$ cat src/rtl/sprite_rom_arbiter.sv
// Round-robin arbiter sharing one single-port sprite ROM among the pixel-layer
// requesters, returning each read's data with a one-hot valid to its issuer.
module sprite_rom_arbiter #(
  parameter int N_REQ   = 4,
  parameter int ADDR_W  = 15,
  parameter int DATA_W  = 4,
  parameter int ROM_LAT = 2
) (
  input  logic                    Clk,
  input  logic                    Reset,
  input  logic                    line_start,
  input  logic [N_REQ-1:0]        req,
  input  logic [N_REQ*ADDR_W-1:0] req_addr,
  output logic [N_REQ-1:0]        gnt,
  output logic                    rom_rd,
  output logic [ADDR_W-1:0]       rom_addr,
  input  logic [DATA_W-1:0]       rom_data,
  output logic [N_REQ-1:0]        rd_valid,
  output logic [DATA_W-1:0]       rd_data,
  output logic [15:0]             grant_cnt
);

  localparam int PTR_W = (N_REQ > 1) ? $clog2(N_REQ) : 1;

  logic [PTR_W-1:0]  ptr;
  logic [PTR_W-1:0]  cand;
  logic [PTR_W-1:0]  gnt_idx;
  logic              gnt_any;
  logic [ADDR_W-1:0] addr_arr [N_REQ];

  logic [ROM_LAT-1:0] tag_vld_p;
  logic [PTR_W-1:0]   tag_idx_p [ROM_LAT];

  function automatic logic [15:0] sat_inc(input logic [15:0] v);
    return (v == 16'hFFFF) ? v : v + 16'd1;
  endfunction

  for (genvar g = 0; g < N_REQ; g++) begin : g_addr
    assign addr_arr[g] = req_addr[g*ADDR_W +: ADDR_W];
  end

  // Arbitration: search from ptr upward with wrap; the modulo also keeps any
  // stray pointer value inside the legal requester range.
  always_comb begin
    gnt_any = 1'b0;
    gnt_idx = '0;
    cand    = '0;
    for (int off = 0; off < N_REQ; off++) begin
      cand = PTR_W'((int'(ptr) + off) % N_REQ);
      if (!gnt_any && req[cand]) begin
        gnt_any = 1'b1;
        gnt_idx = cand;
      end
    end
    gnt      = gnt_any ? (N_REQ'(1) << gnt_idx) : '0;
    rom_addr = gnt_any ? addr_arr[gnt_idx] : '0;
    rom_rd   = gnt_any;
  end

  // Stage p0..p(ROM_LAT-1): tag valid bits follow the ROM access, last stage
  // lines up with rom_data and loads the return registers.
  always_ff @(posedge Clk) begin
    if (Reset) begin
      ptr       <= '0;
      grant_cnt <= '0;
      tag_vld_p <= '0;
      rd_valid  <= '0;
      rd_data   <= '0;
    end else begin
      if (line_start) begin
        ptr       <= '0;
        grant_cnt <= '0;
      end else if (gnt_any) begin
        ptr       <= (gnt_idx == PTR_W'(N_REQ-1)) ? '0 : gnt_idx + 1'b1;
        grant_cnt <= sat_inc(grant_cnt);
      end
      tag_vld_p[0] <= gnt_any;
      for (int s = 1; s < ROM_LAT; s++) tag_vld_p[s] <= tag_vld_p[s-1];
      if (tag_vld_p[ROM_LAT-1]) begin
        rd_valid <= N_REQ'(1) << tag_idx_p[ROM_LAT-1];
        rd_data  <= rom_data;
      end else begin
        rd_valid <= '0;
      end
    end
  end

  always_ff @(posedge Clk) begin
    tag_idx_p[0] <= gnt_idx;
    for (int s = 1; s < ROM_LAT; s++) tag_idx_p[s] <= tag_idx_p[s-1];
  end

endmodule

$ cat config.mk
export PLATFORM = sky130hd
export DESIGN_NAME = sprite_rom_arbiter
export DESIGN_NICKNAME = d
export VERILOG_FILES = /design/src/rtl/sprite_rom_arbiter.sv
export SDC_FILE = /design/constraint.sdc
export NUM_CORES = 1
export LEC_CHECK = 0
export ABC_AREA = 0
export BUFFER_PORTS_ARGS = -buffer_cell sky130_fd_sc_hd__buf_2
export CORE_UTILIZATION = 39
export CTS_CLUSTER_SIZE = 28
export DETAILED_ROUTE_END_ITERATION = 10
export GPL_ROUTABILITY_DRIVEN = 0
export PLACE_DENSITY_LB_ADDON = 0.08
export SLEW_MARGIN = 20
export SYNTH_ARGS = -nofsm -noshare
export SYNTH_HDL_FRONTEND = slang
export SYNTH_SLANG_ARGS = --single-unit
$ cat constraint.sdc
create_clock -name Clk -period 3.06 [get_ports Clk]
set_clock_uncertainty 0.2 [all_clocks]
set_input_delay 0.918 -clock Clk [delete_from_list [all_inputs] [get_ports Clk]]
set_output_delay 0.918 -clock Clk [all_outputs]
set_load 0.05 [all_outputs]
==> impl_summary.md <==
Min path
The worst min-delay path class is flip-flop to flip-flop. The instance count along the most critical hold path is 0.

Power and ir drop
Dividing total power by cell area gives a power density of 474 nW/um2. IR analysis of the VDD net gives a maximum drop of 327 uV. The leakage dissipation is 1.51 nW.

Worst setup path
The maximum fanout encountered on the critical timing path is 9. The end of the worst register-to-register path is ptr[1]. The critical path capture point type is an output port.

The element type at the critical path start is a primary input. The cell family contributing the most delay on the critical path is buffers and inverters. STA puts the critical path data arrival time at 2.55 ns. The critical path goes through buf_8, nor2b_4, a21o_1, a221oi_4, buf_4, buf_16, mux2i_4, o22ai_4, buf_4. Together, buffers and inverters on the worst path number 4.

The delay of the slowest cell on the worst path is 0.28 ns. Counting stages on the worst path, the most repeated cell is buf_4. The critical path starts at req[2].

The critical path endpoint is rom_addr[8]. The worst setup path is of the primary input to output port kind. The cell with the biggest individual delay on the critical path is a221oi_4. The cell depth of the worst setup path is 9. In this run the register-to-register setup slack is 1.08 ns. The launch point of the worst reg-to-reg path is ptr[0]. The number of cells on the worst reg-to-reg path is 9. Data on the critical path is required at its endpoint by 1.94 ns.

Synthesis
The distinct cell type count of the synthesized netlist is 40. After synthesis, the largest family of logic cells by area is simple AND/OR/NAND/NOR gates. After synthesis, the share of flip-flops with an asynchronous set or reset is 0%.

Each instance of the synthesized netlist takes up on average 9.37 um2. After synthesis, the cell types taking the most area are dfxtp_1 33%, mux2i_1 19%, o22ai_2 5.2%. The number of nets handed over by synthesis was 281. The post-synthesis instance area is 1920 um2. The most frequent cell after synthesis is mux2i_1. By count the netlist is led by 37 x mux2i_1, 32 x dfxtp_1, 24 x nor2_1, 11 x nand2_1.

Of all cell types, the one taking the most synthesized area is dfxtp_1. Synthesis inferred 32 register bits. The post-synthesis sequential area ratio is 33.4%. The share of synthesized cell area in and, or, nand and nor gates is 20.2%. Of the total synthesized cell area, the portion taken by XOR and XNOR cells is 4.56%. The synthesized instance count is 205.

The synthesized design contains 0 enable-type register cells. The share of synthesized area in the top cell type comes to 33.4%. Among all flip-flop cells after synthesis, the most frequent one is dfxtp_1. The area fraction in compound gates after synthesis is 15.0%. The number of synthesis warnings is 0. After Yosys synthesis, full adders, half adders and majority gates account for 3.26% of the synthesized area.

The multiplexer share of the synthesized area is 19.3%.

Cells and area
The area added between synthesis and finish is 85.9%. The final net count is 421. The count of antenna diodes in the layout is 0.

Registers take 641 um2. The fraction of final layout cells sized beyond drive strength 1 is 61.6%. The number of inserted filler cells in the final layout is 330. The footprint of the multi-input gates is 1660 um2.

Route
The vias per cell is 4.96. The violation count after the first detailed-route iteration is 73. The number of iterations in the first detailed-routing pass is 4. The routed design has 5990 um of wire. The total number of vias is 2050. Once detail routing completed, the nets flagged for antenna violations numbered 0. In the final routed layout, each cell accounts on average for 14.5 um. The number of DRC violations after detailed routing is 0.

Timing
The routed design could run at a clock period as short as 3.66 ns. After layout, the worst setup slack is -0.604 ns. The share of the clock period used by the worst path is 120%. The transition at the pin with the smallest max-transition slack is 0.452 ns. The number of hold violations in the final report is 0. Headroom to the max-slew limit came out at 69.6%. The final total negative setup slack is -10.12 ns. Setup violations remaining at the end of the flow were counted as 19. The maximum operating frequency is 273 MHz. The max-slew violation total from the final report is 0. Setup repair after global routing could not meet its margin everywhere. Hold timing on the final database bottoms out at a slack of 0.136 ns.

Die
The floorplan step set the die width to 72.2 um. The floorplan step defined a core boundary enclosing 4720 um2. The placement row count is 25.

During I/O placement, the number of pins put on the boundary was 115. The area enclosed by the die boundary is 5210 um2. The initial core utilization is 40.7%. The chip height is 72.2 um.

GRT
The number of global-route vias before repair is 1960. Global routing used 40.0% of the available met2 tracks. The layer flagged by global routing as most heavily used is met2. The number of antenna violations at the first check in global routing is 0. The first-pass GRT wire length is 9110 um. Entering global routing, the biggest net connects 19 pins. The overall routing resource usage is 22.6%. The aggregate global routing overflow is 0.

In the global route stage, met3 resource usage came out at 6.94%. The met1 track demand over resource in global routing is 26.9%.

Clock network
Counting along the longest clock path gives a buffer depth of 2. Clock tree synthesis found a total of 32 sinks. The total clock buffers created by CTS is 5. The clock latency reported for the late side of the worst-skew pair is 0.28 ns.

The clock tree root driver cell is clkbuf_8. Clock-pin slew was measured on the worst setup and hold paths at 0.07 ns. The number of buffers inserted for hold repair after clock tree synthesis is 0. TritonCTS built the clock tree. The number of H-tree levels is 2.

Status
The flow ran to the end, but the final reports show violations. The final reports fail on negative setup slack.

Job
Max-cap violations in this run came to 0.

Placed design
The half-perimeter wire length after placement is 3740 um. The number of port buffers is 114.
## worst register-to-register path, cell delays in order (launching register included)
cell and delay, ns:
dfxtp_1 0.48, nor2b_4 0.07, a21o_1 0.20, buf_4 0.15, a21oi_2 0.12, nor2b_4 0.19
buf_6 0.15, ha_4 0.20, nand2_1 0.05, a21oi_1 0.06
## cell families after synthesis
logic type	Yosys count
AOI/OAI and AO/OA	32
adders and majority gates	5
muxes	37
DFF	32
buffers and inverters	15
and+or+nand+nor	74
xor gates and xnor gates	10
## through the flow
stage | instances | instance area, um2 | power (W) | utilization [%] | setup slack (ns)
after floorplan | 205 | 2100 | 0.000908 | - | -0.392
after global placement | 397 | 2880 | 0.00106 | 60.9 | -0.560
after detailed placement | 397 | 2880 | 0.00106 | 60.9 | -0.613
after CTS | 411 | 3460 | 0.00166 | 73.4 | -0.583
after global routing | 413 | 3570 | 0.00177 | 75.6 | -0.673
final | 413 | 3570 | 0.00169 | 75.6 | -0.604
## worst min-delay path by stage
stage	slack, ns	startpoint	endpoint
3_3_place_gp	0.11	tag_idx_p[0][1]	tag_idx_p[0][3]
2_1_floorplan	0.11	tag_idx_p[0][0]	tag_idx_p[0][2]
6_report	0.14	tag_idx_p[0][0]	tag_idx_p[0][2]
3_5_place_dp	0.11	tag_idx_p[0][0]	tag_idx_p[0][2]
4_1_cts	0.13	tag_idx_p[0][0]	tag_idx_p[0][2]
5_1_grt	0.15	tag_idx_p[0][0]	tag_idx_p[0][2]
## power breakdown
part	leakage (nW)	internal (W)	switching [W]
Sequential	0.261	0.000432	0.0000140
Clock	0.0541	0.000241	0.000159
Combinational	1.20	0.000402	0.000444
## flip-flops by register name (all words and copies together), names as in the netlist
name       flops
rd_valid       4
tag_vld_p      2
tag_idx_p      4
rd_data        4
ptr            2
grant_cnt     16
## area by class of cell
class	instances	area share [%]
Clock buffer	5	1.93
Clock inverter	3	1.19
Inverter	5	0.666
Multi-Input combinational cell	158	46.6
Sequential cell	32	17.9
Tap cell	67	2.35
Timing Repair Buffer	143	29.3
## layout by cell type (no fill, tap or decap), types with 2 or more instances in the layout
cell / count
buf_2: 92
dfxtp_1: 32
nor2_1: 24
buf_4: 21
buf_6: 18
mux2i_4: 17
mux2i_1: 13
o22ai_4: 10
nand2_1: 10
nand4_1: 8
mux2i_2: 7
buf_8: 6
o22ai_2: 5
nor3_1: 5
xnor2_1: 5
xor2_1: 5
clkbuf_8: 5
and2_4: 4
a21oi_1: 4
ha_4: 4
buf_12: 4
inv_2: 3
nor2b_1: 3
nor2b_4: 2
nand2b_1: 2
a21oi_2: 2
and2_1: 2
nand3_1: 2
a211oi_1: 2
and3_1: 2
buf_16: 2
## per-layer routing
layer	vias to the layer above	share of wire, %
met3	11	4.1
met2	68	54
li1	1027	-
met1	944	40
met4	0	1.3
met5	-	0
## timing repair
item | 4_1_cts | 5_1_grt
setup buffers | 4 | 2
setup endpoints to repair | 20 | 20
pin swaps | 7 | 4
resized for setup | 90 | 20
gates cloned | 2 | 0
No activity file was read; power rests on OpenSTA's default activity.
